$ cat config.mk
export PLATFORM = sky130hd
export DESIGN_NAME = data_writer_flat
export DESIGN_NICKNAME = d
export VERILOG_FILES = /design/src/rtl/data_writer_if.sv /design/src/rtl/data_writer.sv /design/src/flat_wrapper.sv
export SDC_FILE = /design/constraint.sdc
export NUM_CORES = 1
export LEC_CHECK = 0
export ABC_CLOCK_PERIOD_IN_PS = 2700
export BUFFER_PORTS_ARGS = -buffer_cell sky130_fd_sc_hd__buf_2
export CAP_MARGIN = 10
export CORE_UTILIZATION = 62
export CTS_BUF_LIST = sky130_fd_sc_hd__clkbuf_4
export CTS_CLUSTER_SIZE = 40
export DETAILED_ROUTE_END_ITERATION = 16
export PLACE_DENSITY_LB_ADDON = 0.3
export SLEW_MARGIN = 20
export SYNTH_ARGS = -nofsm -noshare
export SYNTH_HDL_FRONTEND = slang
export SYNTH_SLANG_ARGS = --single-unit
$ cat constraint.sdc
create_clock -name i_clk -period 2.7 [get_ports i_clk]
set_clock_uncertainty 0.1 [all_clocks]
set_input_delay 0.135 -clock i_clk [delete_from_list [all_inputs] [get_ports i_clk]]
set_output_delay 0.135 -clock i_clk [all_outputs]
set_load 0.005 [all_outputs]
$ cat src/rtl/data_writer_if.sv
// Byte-stream handshake between a source and the data writer.
// The master drives valid/data; the slave answers with ready.
interface data_writer_if #(
  parameter int WIDTH = 8
);
  logic             in_valid;
  logic [WIDTH-1:0] in_data;
  logic             in_ready;

  modport master (output in_valid, output in_data, input in_ready);
  modport slave  (input in_valid, input in_data, output in_ready);
endinterface

$ cat src/rtl/data_writer.sv
// Loadable DEPTH x WIDTH store: fills entries in order from a valid/ready stream,
// with a combinational index->byte read path.
//   state  | meaning
//   S_FILL | accepting bytes, wptr is the next entry to write
//   S_FULL | all entries written, source held off until clear/reset
module data_writer #(
  parameter int DEPTH = 11,
  parameter int WIDTH = 8,
  parameter int AW    = 4
) (
  input  logic             i_clk,
  input  logic             i_rst_n,
  data_writer_if.slave     s_in,
  input  logic             i_clear,
  input  logic [AW-1:0]    i_data_index,
  output logic [WIDTH-1:0] o_data_out,
  output logic [AW-1:0]    o_count,
  output logic             o_full,
  output logic             o_done
);

  typedef enum logic {S_FILL, S_FULL} state_t;

  localparam logic [AW-1:0] LAST_IDX = AW'(DEPTH - 1);
  localparam logic [AW-1:0] DEPTH_AW = AW'(DEPTH);

  state_t           r_state;
  logic [AW-1:0]    r_wptr;
  logic             r_done;
  logic [WIDTH-1:0] r_mem [DEPTH];
  logic             w_ready;
  logic             w_xfer;

  // Ready drops combinationally with rst_n so nothing is offered during reset.
  assign w_ready       = i_rst_n && (r_state == S_FILL);
  assign w_xfer        = s_in.in_valid && w_ready;
  assign s_in.in_ready = w_ready;
  assign o_count       = r_wptr;
  assign o_full        = (r_state == S_FULL);
  assign o_done        = r_done;

  always_ff @(posedge i_clk) begin
    if (!i_rst_n || i_clear) begin
      r_state <= S_FILL;
      r_wptr  <= '0;
      r_done  <= 1'b0;
      for (int i = 0; i < DEPTH; i++) r_mem[i] <= '0;
    end else begin
      r_done <= 1'b0;
      if (w_xfer) begin
        r_mem[r_wptr] <= s_in.in_data;
        r_wptr        <= r_wptr + 1'b1;
        if (r_wptr == LAST_IDX) begin
          r_state <= S_FULL;
          r_done  <= 1'b1;
        end
      end
    end
  end

  always_comb begin
    o_data_out = '0;
    if (i_data_index < DEPTH_AW) o_data_out = r_mem[i_data_index];
  end

endmodule

$ cat src/flat_wrapper.sv
// flat-port wrapper written by rule: the top's interface ports become plain ports
module data_writer_flat 
#(
  parameter int DEPTH = 11,
  parameter int WIDTH = 8,
  parameter int AW    = 4
)
  (i_clk, i_rst_n, i_clear, i_data_index, o_data_out, o_count, o_full, o_done, s_in_in_valid, s_in_in_data, s_in_in_ready);
  data_writer_if #(.WIDTH(WIDTH)) s_in_i ();
  input  logic i_clk;
  input  logic i_rst_n;
  input  logic i_clear;
  input  logic [AW-1:0] i_data_index;
  output logic [WIDTH-1:0] o_data_out;
  output logic [AW-1:0] o_count;
  output logic o_full;
  output logic o_done;
  input wire logic [$bits(s_in_i.in_valid)-1:0] s_in_in_valid;
  input wire logic [$bits(s_in_i.in_data)-1:0] s_in_in_data;
  output wire logic [$bits(s_in_i.in_ready)-1:0] s_in_in_ready;
  assign s_in_i.in_valid = s_in_in_valid;
  assign s_in_i.in_data = s_in_in_data;
  assign s_in_in_ready = s_in_i.in_ready;
  data_writer #(.DEPTH(DEPTH), .WIDTH(WIDTH), .AW(AW)) u_core (.i_clk(i_clk), .i_rst_n(i_rst_n), .s_in(s_in_i), .i_clear(i_clear), .i_data_index(i_data_index), .o_data_out(o_data_out), .o_count(o_count), .o_full(o_full), .o_done(o_done));
endmodule
# [Yosys cells after proc, flatten, opt, wreduce, memory -nomap -nowiden]
# Memories as Yosys holds them, arrays and structs flattened.
# Cells that the tools add are included.
[word_totals] romBits=0 output_inout_bits=15 ramBits=88 latch_bits=0 memories=1 ff_bits=6
[memory_table] name="u_core.r_mem" words=11 word_bits=8 read_ports=1 rd_clocked_by_memory_dff=0 write_ports=11 line_no="data_writer.sv:30" source="logic [WIDTH-1:0] r_mem [DEPTH];"
[op_classes] magnitude_cmp=1 div_mod_pow=0 mux=10 mul=0 shift=0 addsub=1 n_eq_ne=1 bitwise_logic=2 n_reduce_logical=7
[ops] op="2-to-1 mux 8 bit" n=2
[ops] op="OR reduction 8 bit" n=1
[ops] op="2-to-1 mux 1 bit" n=7
[ops] op="adder 4 x 1 -> 4 bit (second input constant)" n=1
[ops] op="equality test 4 bit (second input constant)" n=1
[ops] op="< comparator 4 bit (second input constant)" n=1
[ops] op="2-to-1 mux 4 bit" n=1
[ops] op="logical AND 1 bit" n=2
[ops] op="inverter 1 bit" n=2
[ops] op="AND reduction 2 bit" n=1
[ops] op="OR reduction 2 bit" n=1
[ops] op="zero test 1 bit" n=1
[ops] op="logical OR 1 bit" n=1

# [Depth between registers and ports, before layout]
# Gate-level depths: netlist (run 1).
[depth] depth_word=8 depth_mapped=6

# [Least setup slack after synthesis (run 1)]
# No wires, ideal clock.
[synth_timing] path_kind="reg2reg" start="register u_core.r_state, in the netlist u_core.o_full" end="memory u_core.r_mem[4][0] (enable)" stages_incl_launch_ff=5 n_path_buf=1 t_arrival_ps=1550 setup_ps=384 slack_ps=666 t_required_ps=2216 path_cell_list="dfxtp_1 > buf_2 > nor3_2 > nand2_2 > o21ai_0"
[synth_lines] element="from (decl)" line_no="data_writer.sv:27" source="state_t r_state;"
[synth_lines] element="from (signal assigned)" line_no="data_writer.sv:44" source="r_state <= S_FILL;"
[synth_lines] element="from (signal assigned)" line_no="data_writer.sv:54" source="r_state <= S_FULL;"
[synth_lines] element="to (decl)" line_no="data_writer.sv:30"

==> results by group, run 1 <==
Timing
  – Final Hold Viols: 0
  – Setup_tns: 0 ns
  – Actual slew at the worst max-slew pin: 0.7786 ns
  – RSZ-0062 raised after global routing: no
  – Part of the cycle the worst path needs: 79.33%
  – Slew headroom: 47.90%
  – Post-route minimum period: 2.142 ns
  – Slew Limit Fails: 0
  – Achievable Freq: 0.4669 GHz
  – Final setup violation count: 0

Routing
  – Drt total wl: 9610 um
  – DRC violations left: 0
  – Vias: 2963
  – Final ANT Viol Nets: 0
  – Drt pass-1 iters: 4
  – Vias per cell: 6.264
  – Average wire per standard cell: 20.32 um
  – Drt initial violations: 269

Flow run
  – Max-Cap Viols: 0

Clock tree
  – # clock sinks: 94
  – Hold buffer count at CTS: 0
  – Total CTS buffers: 9
  – CTS clk-pin slew, worst paths: 0.15 ns
  – Clk_lat worst skew: 0.42 ns
  – TritonCTS clock tree: done
  – PostCTS Resize Cnt: 0
  – Post-CTS Setup Inserts: 0
  – H-tree levels: 3
  – CTS Buffer Depth: 2
  – Root buffer cell: clkbuf_4

Floorplanning
  – Die Ht: 88.51 um
  – Die ar.: 0.007833 sq mm
  – Die X: 88.51 um
  – Ports: 31
  – Placement row count: 31
  – Effective utilization at floorplan: 63.96%
  – Core ar.: 0.007253 sq mm

Critical path
  – Crit path required time: 2.71 ns
  – WP data arrival: 2.15 ns
  – CP endpoint kind: register
  – R2r worst-path depth: 3
  – Crit-path max FO: 14
  – FF-to-FF Start: u_core.o_full
  – Kind of start point of the critical path: register
  – Flop2flop setup slack: 0.56 ns
  – R2r endpoint: u_core.r_mem[5][7]
  – Crit Path Category: reg2reg

Power and ir drop
  – Leakage: 1.824 nW
  – Pwr Total: 2.582 mW
  – Pwr/cell area: 525.9 mW/mm^2
  – Maximum VDD drop: 0.3064 mV

Global route
  – Vias in the first global route: 2679
  – Largest net degree at the start of global routing: 33
  – Global-route usage over all layers: 26.87%
  – Initial antenna violation count: 0
  – Total global routing overflow: 0
  – First-pass GRT wire length: 14840 um

Placed design
  – Post-DP HPWL: 6831 um
  – Number of port buffers: 30
  – Gpl congestion: 0.8340

Yosys
  – EDFF count, synth: 80
  – Mapped Avg Cell Area: 13.18 sq um
  – Seq cells post-synth: 94
  – Ys Warns: 0
  – Register area share after synthesis: 57.82%
  – FFs w/ async S/R, synth: 0%
  – Post-synthesis instance total: 352
  – Synth Cell Area: 0.004639 sq mm
  – Syn Nets: 370
  – Yosys cell types: 41
  – Ys flop type: edfxtp_1

Min path
  – Hold wc startpoint: s_in_in_valid
  – Worst min path class: in2reg
  – Hold Path Sink: u_core.o_count[3]
  – Hold path depth: 4

Layout
  – Util after Layout: 67.67%
  – Most frequent cells in the layout: edfxtp_1 (80), nor2_1 (39), buf_2 (30)
  – Most common cell after layout, fill and taps aside: edfxtp_1
  – Ratio of cells with drive above 1 in the final layout: 29.41%
  – N_diodes: 0
  – Synthesis-to-finish area growth: 5.798%
  – Net count, final: 387

Outcome
  – Outcome: finished clean
-- how the worst max path moves through the flow --
| stage | from | to | slack, ns | cells past startpoint |
|---|---|---|---|---|
| 2_1_floorplan | u_core.o_full | u_core.r_mem[4][0] | 0.67 | 4 |
| 3_3_place_gp | u_core.o_full | u_core.r_mem[5][1] | 0.69 | 3 |
| 3_5_place_dp | u_core.o_full | u_core.r_mem[5][7] | 0.63 | 3 |
| 4_1_cts | u_core.o_full | u_core.r_mem[5][7] | 0.58 | 3 |
| 5_1_grt | u_core.o_full | u_core.r_mem[5][7] | 0.36 | 3 |
| 6_report | u_core.o_full | u_core.r_mem[5][7] | 0.56 | 3 |
-- flip-flops by register name, summed over array words and instances, names as in the netlist --
name and flops:
u_core.o_full 1, u_core.o_count 4, u_core.r_mem 88, u_core.o_done 1
-- logic make-up after synthesis --
kind of cell / Yosys count / share of synthesized area [%]
AO/OA/AOI/OAI: 30 / 5.636
XOR/XNOR: 2 / 0.3776
adder cells (fa/ha/maj): 2 / 0.5393
buffers and inverters: 46 / 5.582
flip-flops: 94 / 57.82
multiplexers: 32 / 11.22
AND/OR/NAND/NOR: 146 / 18.82
-- cells in the mapped netlist (2+ instances only) --
| cell | instances | area, sq um |
|---|---|---|
| nor2_1 | 39 | 146.4 |
| ha_1 | 2 | 25.02 |
| inv_1 | 9 | 33.78 |
| o31ai_1 | 8 | 60.06 |
| buf_2 | 18 | 90.09 |
| nand3_4 | 2 | 35.03 |
| nor3_1 | 26 | 130.1 |
| mux2i_1 | 16 | 160.2 |
| buf_6 | 5 | 56.30 |
| clkbuf_1 | 4 | 15.01 |
| clkbuf_2 | 3 | 15.01 |
| edfxtp_1 | 80 | 2402 |
| dfxtp_1 | 14 | 280.3 |
| buf_4 | 6 | 45.04 |
| nand2_1 | 28 | 105.1 |
| o211ai_2 | 2 | 25.02 |
| mux4_2 | 16 | 360.4 |
| o21ai_0 | 7 | 35.03 |
| nand4b_1 | 2 | 17.52 |
| nor2b_1 | 5 | 31.28 |
| o211a_1 | 8 | 80.08 |
| nand3b_1 | 9 | 67.56 |
| nor3_2 | 25 | 250.2 |
-- routing by layer --
layer  wire (um)  up-vias  track usage, %
met5           0        -               0
met4         195        0           10.26
met3         677       21           3.172
met2        4602      148           41.19
met1        4134     1455           39.97
li1            -     1339               -
-- power by group --
group          internal [mW]  switching [mW]
logic                 0.0875           0.133
clock network          0.206           0.503
registers               1.63          0.0252
-- through the flow --
| stage | hold slack, ns | setup slack (ns) | std cells | area (sq um) |
|---|---|---|---|---|
| CTS | 0.02168 | 0.5829 | 473 | 4908 |
| floorplan | 0.2776 | 0.6663 | 352 | 4639 |
| global route | 0.03233 | 0.3626 | 473 | 4908 |
| finish | 0.04181 | 0.5581 | 473 | 4908 |
| global placement | 0.3468 | 0.6909 | 457 | 4786 |
| detailed placement | 0.3573 | 0.6315 | 457 | 4786 |
-- critical path: stages, from the launching register on --
cell	delay (ns)
dfxtp_1	0.48
nand4bb_1	0.38
o2111ai_2	0.53
nand2_1	0.34
-- area by class of cell --
class,count,area (sq um)
clock buffer,9,67.56
multi-input combinational,212,1698
inverter,9,33.78
sequential,94,2683
clock inverter,7,55.05
timing repair buffer,43,247.7
fill,520,2345
tap,99,123.9
Power figures use the tool's default switching activity.
==> inputs of run 2 (changes only) <==
Settings changed: ABC_CLOCK_PERIOD_IN_PS 2700 to 1800, CORE_UTILIZATION 62 to 56.
Clock period 2.7 ns to 1.8 ns, I/O delays scaled along.
==> results by group, run 2 (synthesis results as in run 1) <==
Layout
  – N_diodes: 0
  – Synthesis-to-finish area growth: 16.13%
  – Net count, final: 421
  – Util after Layout: 68.31%
  – Max reg flops: 88
  – Final instance area: 0.005388 sq mm
  – Most common cell after layout, fill and taps aside: edfxtp_1
  – Ratio of cells with drive above 1 in the final layout: 35.78%
  – Top reg by flops: u_core.r_mem
  – Non-Filler Instances: 510
  – Most frequent cells in the layout: edfxtp_1 (80), nor2_1 (32), buf_2 (30)

Timing
  – Final Hold Viols: 0
  – Final setup violation count: 8
  – Slew headroom: 66.57%
  – Slew Limit Fails: 0
  – Final worst slack: -0.07014 ns
  – Actual slew at the worst max-slew pin: 0.5005 ns
  – Post-route minimum period: 1.870 ns
  – Setup_tns: -0.3896 ns
  – RSZ-0062 raised after global routing: yes
  – Achievable Freq: 0.5347 GHz
  – Part of the cycle the worst path needs: 103.9%

Critical path
  – Crit Path Category: reg2out
  – Slowest CP cell: mux4_2
  – Crit-path leading delay family: multiplexers
  – Kind of start point of the critical path: register
  – Crit-path max FO: 1
  – Crit path largest cell delay: 0.50 ns
  – R2r worst-path depth: 3
  – Critical path, cell by cell: mux4_2 > nor2_2 > o31ai_1 > buf_2
  – Crit path depth: 4
  – WP data arrival: 1.68 ns
  – CP endpoint kind: primary output
  – WP buf/inv: 1
  – Crit path required time: 1.61 ns

Placed design
  – Place WS: 0.08582 ns
  – Number of port buffers: 30
  – Post-DP HPWL: 7106 um
  – Gpl congestion: 0.8115
  – Placed cells: 485
  – Area after DPL: 0.005106 sq mm

Floorplanning
  – Effective utilization at floorplan: 58.82%
  – Ports: 31
  – Placement row count: 32
  – Die X: 93.02 um
  – Die ar.: 0.008653 sq mm
  – Die Ht: 93.02 um
  – Core ar.: 0.007888 sq mm

Power and ir drop
  – Clk network pwr share: 31.4%
  – Pwr/cell area: 779.9 mW/mm^2
  – Combinational power share: 9.9%
  – Leakage: 2.053 nW
  – Maximum VDD drop: 0.4857 mV
  – Internal power consumption: 3.217 mW
  – Switching power: 0.9843 mW
  – Flop pwr share: 58.7%
  – Sw Share: 23.43%

Flow run
  – Max-Cap Viols: 0

Clock tree
  – CTS clk-pin slew, worst paths: 0.14 ns
  – Post-CTS Setup Inserts: 0
  – Clk_lat worst skew: 0.43 ns
  – CTS Buffer Depth: 2
  – H-tree levels: 3
  – Root buffer cell: clkbuf_4
  – TritonCTS clock tree: done
  – Total CTS buffers: 9
  – # clock sinks: 94

Routing
  – Vias: 2979
  – Average wire per standard cell: 19.67 um
  – DRC violations left: 0
  – Drt initial violations: 275
  – Final ANT Viol Nets: 0
  – Drt pass-1 iters: 4
  – Drt total wl: 10030 um
  – Vias per cell: 5.841

Global route
  – Global-route usage over all layers: 25.48%
  – Total global routing overflow: 0
  – Vias in the first global route: 3097
  – Initial antenna violation count: 0
  – Largest net degree at the start of global routing: 20
  – First-pass GRT wire length: 16190 um

Min path
  – Hold path depth: 4
  – Worst min path class: in2reg

Outcome
  – Failing checks: negative setup slack
  – Outcome: complete, but fails checks
[run 2: cell count changes in the layout (fill, tap and decap cells not counted), sizes merged]
| cell | delta |
|---|---|
| buf | +25 |
| clkbuf | +1 |
| dlygate4sd3 | +9 |
| bufinv | +2 |
| inv | -3 |
[run 2: timing repair]
item | 4_1_cts | 5_1_grt
setup endpoints to repair | 8 | 20
resized for setup | 1 | 8
cloned | 0 | 0
pin swaps | 2 | 3
hold buffers | 9 | 0
hold endpoints to repair | 15 | 0
[run 2: area by class of cell]
cell class	instances	area, sq um
Fill cell	565	2500
Timing Repair Buffer	77	650.6
Clock inverter	6	92.59
Multi-Input combinational cell	212	1724
Clock buffer	10	75.07
Inverter	9	33.78
Tap cell	102	127.6
Sequential cell	94	2684
[run 2: power groups by stage]
stage / Sequential, mW / Combinational, mW / Clock, mW
detailed placement: 2.52 / 0.396 / 0
global placement: 2.51 / 0.387 / 0
CTS: 2.47 / 0.411 / 1.32
global route: 2.48 / 0.445 / 1.42
floorplan: 2.50 / 0.248 / 0
finish: 2.47 / 0.416 / 1.32
[run 2: worst register-to-register path: cells and delay by family (launching register included)]
kind	cells	cell delay [ns]
flip-flops	1	0.55
buffers and inverters	1	0.22
AO/OA/AOI/OAI	1	0.22
AND/OR/NAND/NOR	1	0.29
[run 2: worst paths after layout]
check                           start                  end  slack [ns]
hold / removal        s_in_in_data[3]  u_core.r_mem[10][3]        0.02
setup / recovery   u_core.r_mem[2][0]        o_data_out[0]       -0.07
setup reg to reg    u_core.o_count[1]   u_core.r_mem[7][1]        0.13
hold reg to reg   u_core.r_mem[10][0]  u_core.r_mem[10][0]        0.38
[run 2: per-stage QoR]
| stage | hold WS (ns) | power [mW] |
|---|---|---|
| 4_1_cts | 0.005212 | 4.200 |
| 5_1_grt | 0.01895 | 4.346 |
| 2_1_floorplan | 0.1969 | 2.750 |
| 6_report | 0.01919 | 4.202 |
| 3_5_place_dp | 0.3611 | 2.914 |
| 3_3_place_gp | 0.3459 | 2.900 |
[run 2: per-layer routing]
layer / vias up / share of wire [%] / track usage, %
met5: - / 0 / 0
met1: 1439 / 38 / 34.35
li1: 1402 / - / -
met3: 16 / 7.6 / 3.577
met2: 122 / 52 / 42.83
met4: 0 / 2.2 / 8.333
==> inputs of run 3 (changes only) <==
Settings changed: CELL_PAD_IN_SITES_DETAIL_PLACEMENT from default to 0, CELL_PAD_IN_SITES_GLOBAL_PLACEMENT from default to 1, CORE_UTILIZATION 56 to 46.
==> results by group, run 3 (synthesis results as in run 1) <==
Timing
  – Setup_tns: -0.1095 ns
  – Final worst slack: -0.03159 ns
  – Final Hold Viols: 0
  – Final setup violation count: 6
  – Slew Limit Fails: 0
  – Part of the cycle the worst path needs: 101.8%
  – Post-route minimum period: 1.832 ns
  – Slew headroom: 34.83%
  – Achievable Freq: 0.5460 GHz
  – RSZ-0062 raised after global routing: yes
  – Actual slew at the worst max-slew pin: 0.9755 ns

Global route
  – Global-route usage over all layers: 21.75%
  – Vias in the first global route: 2896
  – First-pass GRT wire length: 16260 um
  – Total global routing overflow: 0
  – Largest net degree at the start of global routing: 21
  – Initial antenna violation count: 0

Critical path
  – CP endpoint kind: primary output
  – Crit Path Category: reg2out
  – Flop2flop setup slack: 0.14 ns
  – Kind of start point of the critical path: register
  – Crit path required time: 1.61 ns
  – Crit-path max FO: 1
  – WP data arrival: 1.64 ns

Routing
  – Average wire per standard cell: 19.29 um
  – Vias: 2975
  – DRC violations left: 0
  – Drt initial violations: 242
  – Vias per cell: 5.489
  – Final ANT Viol Nets: 0
  – Drt pass-1 iters: 4
  – Drt total wl: 10460 um

Layout
  – Final instance area: 0.005316 sq mm
  – Synthesis-to-finish area growth: 14.59%
  – Filler instances: 867
  – Max reg flops: 88
  – Non-Filler Instances: 542
  – Multi-input gate area: 0.001729 sq mm
  – Most frequent cells in the layout: edfxtp_1 (80), buf_4 (38), nor2_1 (36)
  – Ratio of cells with drive above 1 in the final layout: 37.41%
  – Util after Layout: 54.39%
  – N_diodes: 0
  – Most common cell after layout, fill and taps aside: edfxtp_1
  – Net count, final: 422
  – Flip-flop and latch area: 0.002685 sq mm
  – Top reg by flops: u_core.r_mem

Min path
  – Worst min path class: in2reg

Power and ir drop
  – Leakage: 2.002 nW
  – Pwr Total: 3.919 mW
  – Maximum VDD drop: 0.3834 mV
  – Pwr/cell area: 737.1 mW/mm^2

Placed design
  – Area after DPL: 0.005100 sq mm
  – Gpl congestion: 0.8235
  – Number of port buffers: 30
  – Post-DP HPWL: 7413 um
  – Placed cells: 520

Floorplanning
  – Die ar.: 0.01049 sq mm
  – Die Ht: 102.4 um
  – Placement row count: 36
  – Ports: 31
  – Effective utilization at floorplan: 47.47%
  – Core ar.: 0.009774 sq mm
  – Die X: 102.4 um

Clock tree
  – Clk_lat worst skew: 0.42 ns
  – # clock sinks: 94
  – Root buffer cell: clkbuf_4
  – TritonCTS clock tree: done
  – H-tree levels: 3
  – CTS clk-pin slew, worst paths: 0.15 ns
  – Post-CTS Setup Inserts: 0
  – CTS Buffer Depth: 2
  – Total CTS buffers: 9

Outcome
  – Outcome: complete, but fails checks
  – Failing checks: negative setup slack

Flow run
  – Max-Cap Viols: 0
-- run 3: timing repair --
action | in CTS | in global routing
hold buffers | 6 | 0
endpoints found under the hold margin | 8 | 0
gates resized for setup | 3 | 9
pin swaps | 8 | 1
setup endpoints to repair | 8 | 34
-- run 3: worst max-delay path: stages, from the launching register on --
cell and delay [ns]:
edfxtp_1 0.40, mux4_2 0.48, nor2_1 0.11, o31ai_1 0.09, buf_2 0.13
-- run 3: final timing paths --
kind	start	endpoint	cells past startpoint
min	s_in_in_data[5]	u_core.r_mem[9][5]	4
min reg2reg	u_core.r_mem[10][7]	u_core.r_mem[10][7]	2
max reg2reg	u_core.o_full	u_core.r_mem[1][6]	3
max	u_core.r_mem[3][3]	o_data_out[3]	4
-- run 3: power by group --
group / total (mW) / internal, mW / switching (mW)
combinational: 0.402 / 0.176 / 0.227
sequential: 2.47 / 2.44 / 0.0281
clock: 1.05 / 0.333 / 0.716
total: 3.92 / 2.95 / 0.971
-- run 3: per-stage QoR --
stage	hold WS (ns)	worst slack [ns]
final	0.02836	-0.03159
after global routing	0.02659	-0.1175
after CTS	0.01253	-0.06262
after detailed placement	0.3545	-0.05444
after global placement	0.3463	0.04510
after floorplan	0.1969	-0.2213
-- run 3: cell type report --
cell class | instances | share of cell area, %
clock buffer | 11 | 1.553
clock inverter | 5 | 0.8237
inverter | 9 | 0.6354
multi-input combinational | 212 | 32.53
sequential | 94 | 50.51
tap | 133 | 3.130
timing repair buffer | 78 | 10.83
-- run 3: routing by layer --
| metal | vias up | global-route usage (%) | wire [um] |
|---|---|---|---|
| met1 | 1474 | 30.70 | 4620 |
| met3 | 14 | 3.762 | 470 |
| met5 | - | 0 | 0 |
| li1 | 1398 | - | - |
| met2 | 89 | 35.03 | 5166 |
| met4 | 0 | 5.495 | 200 |
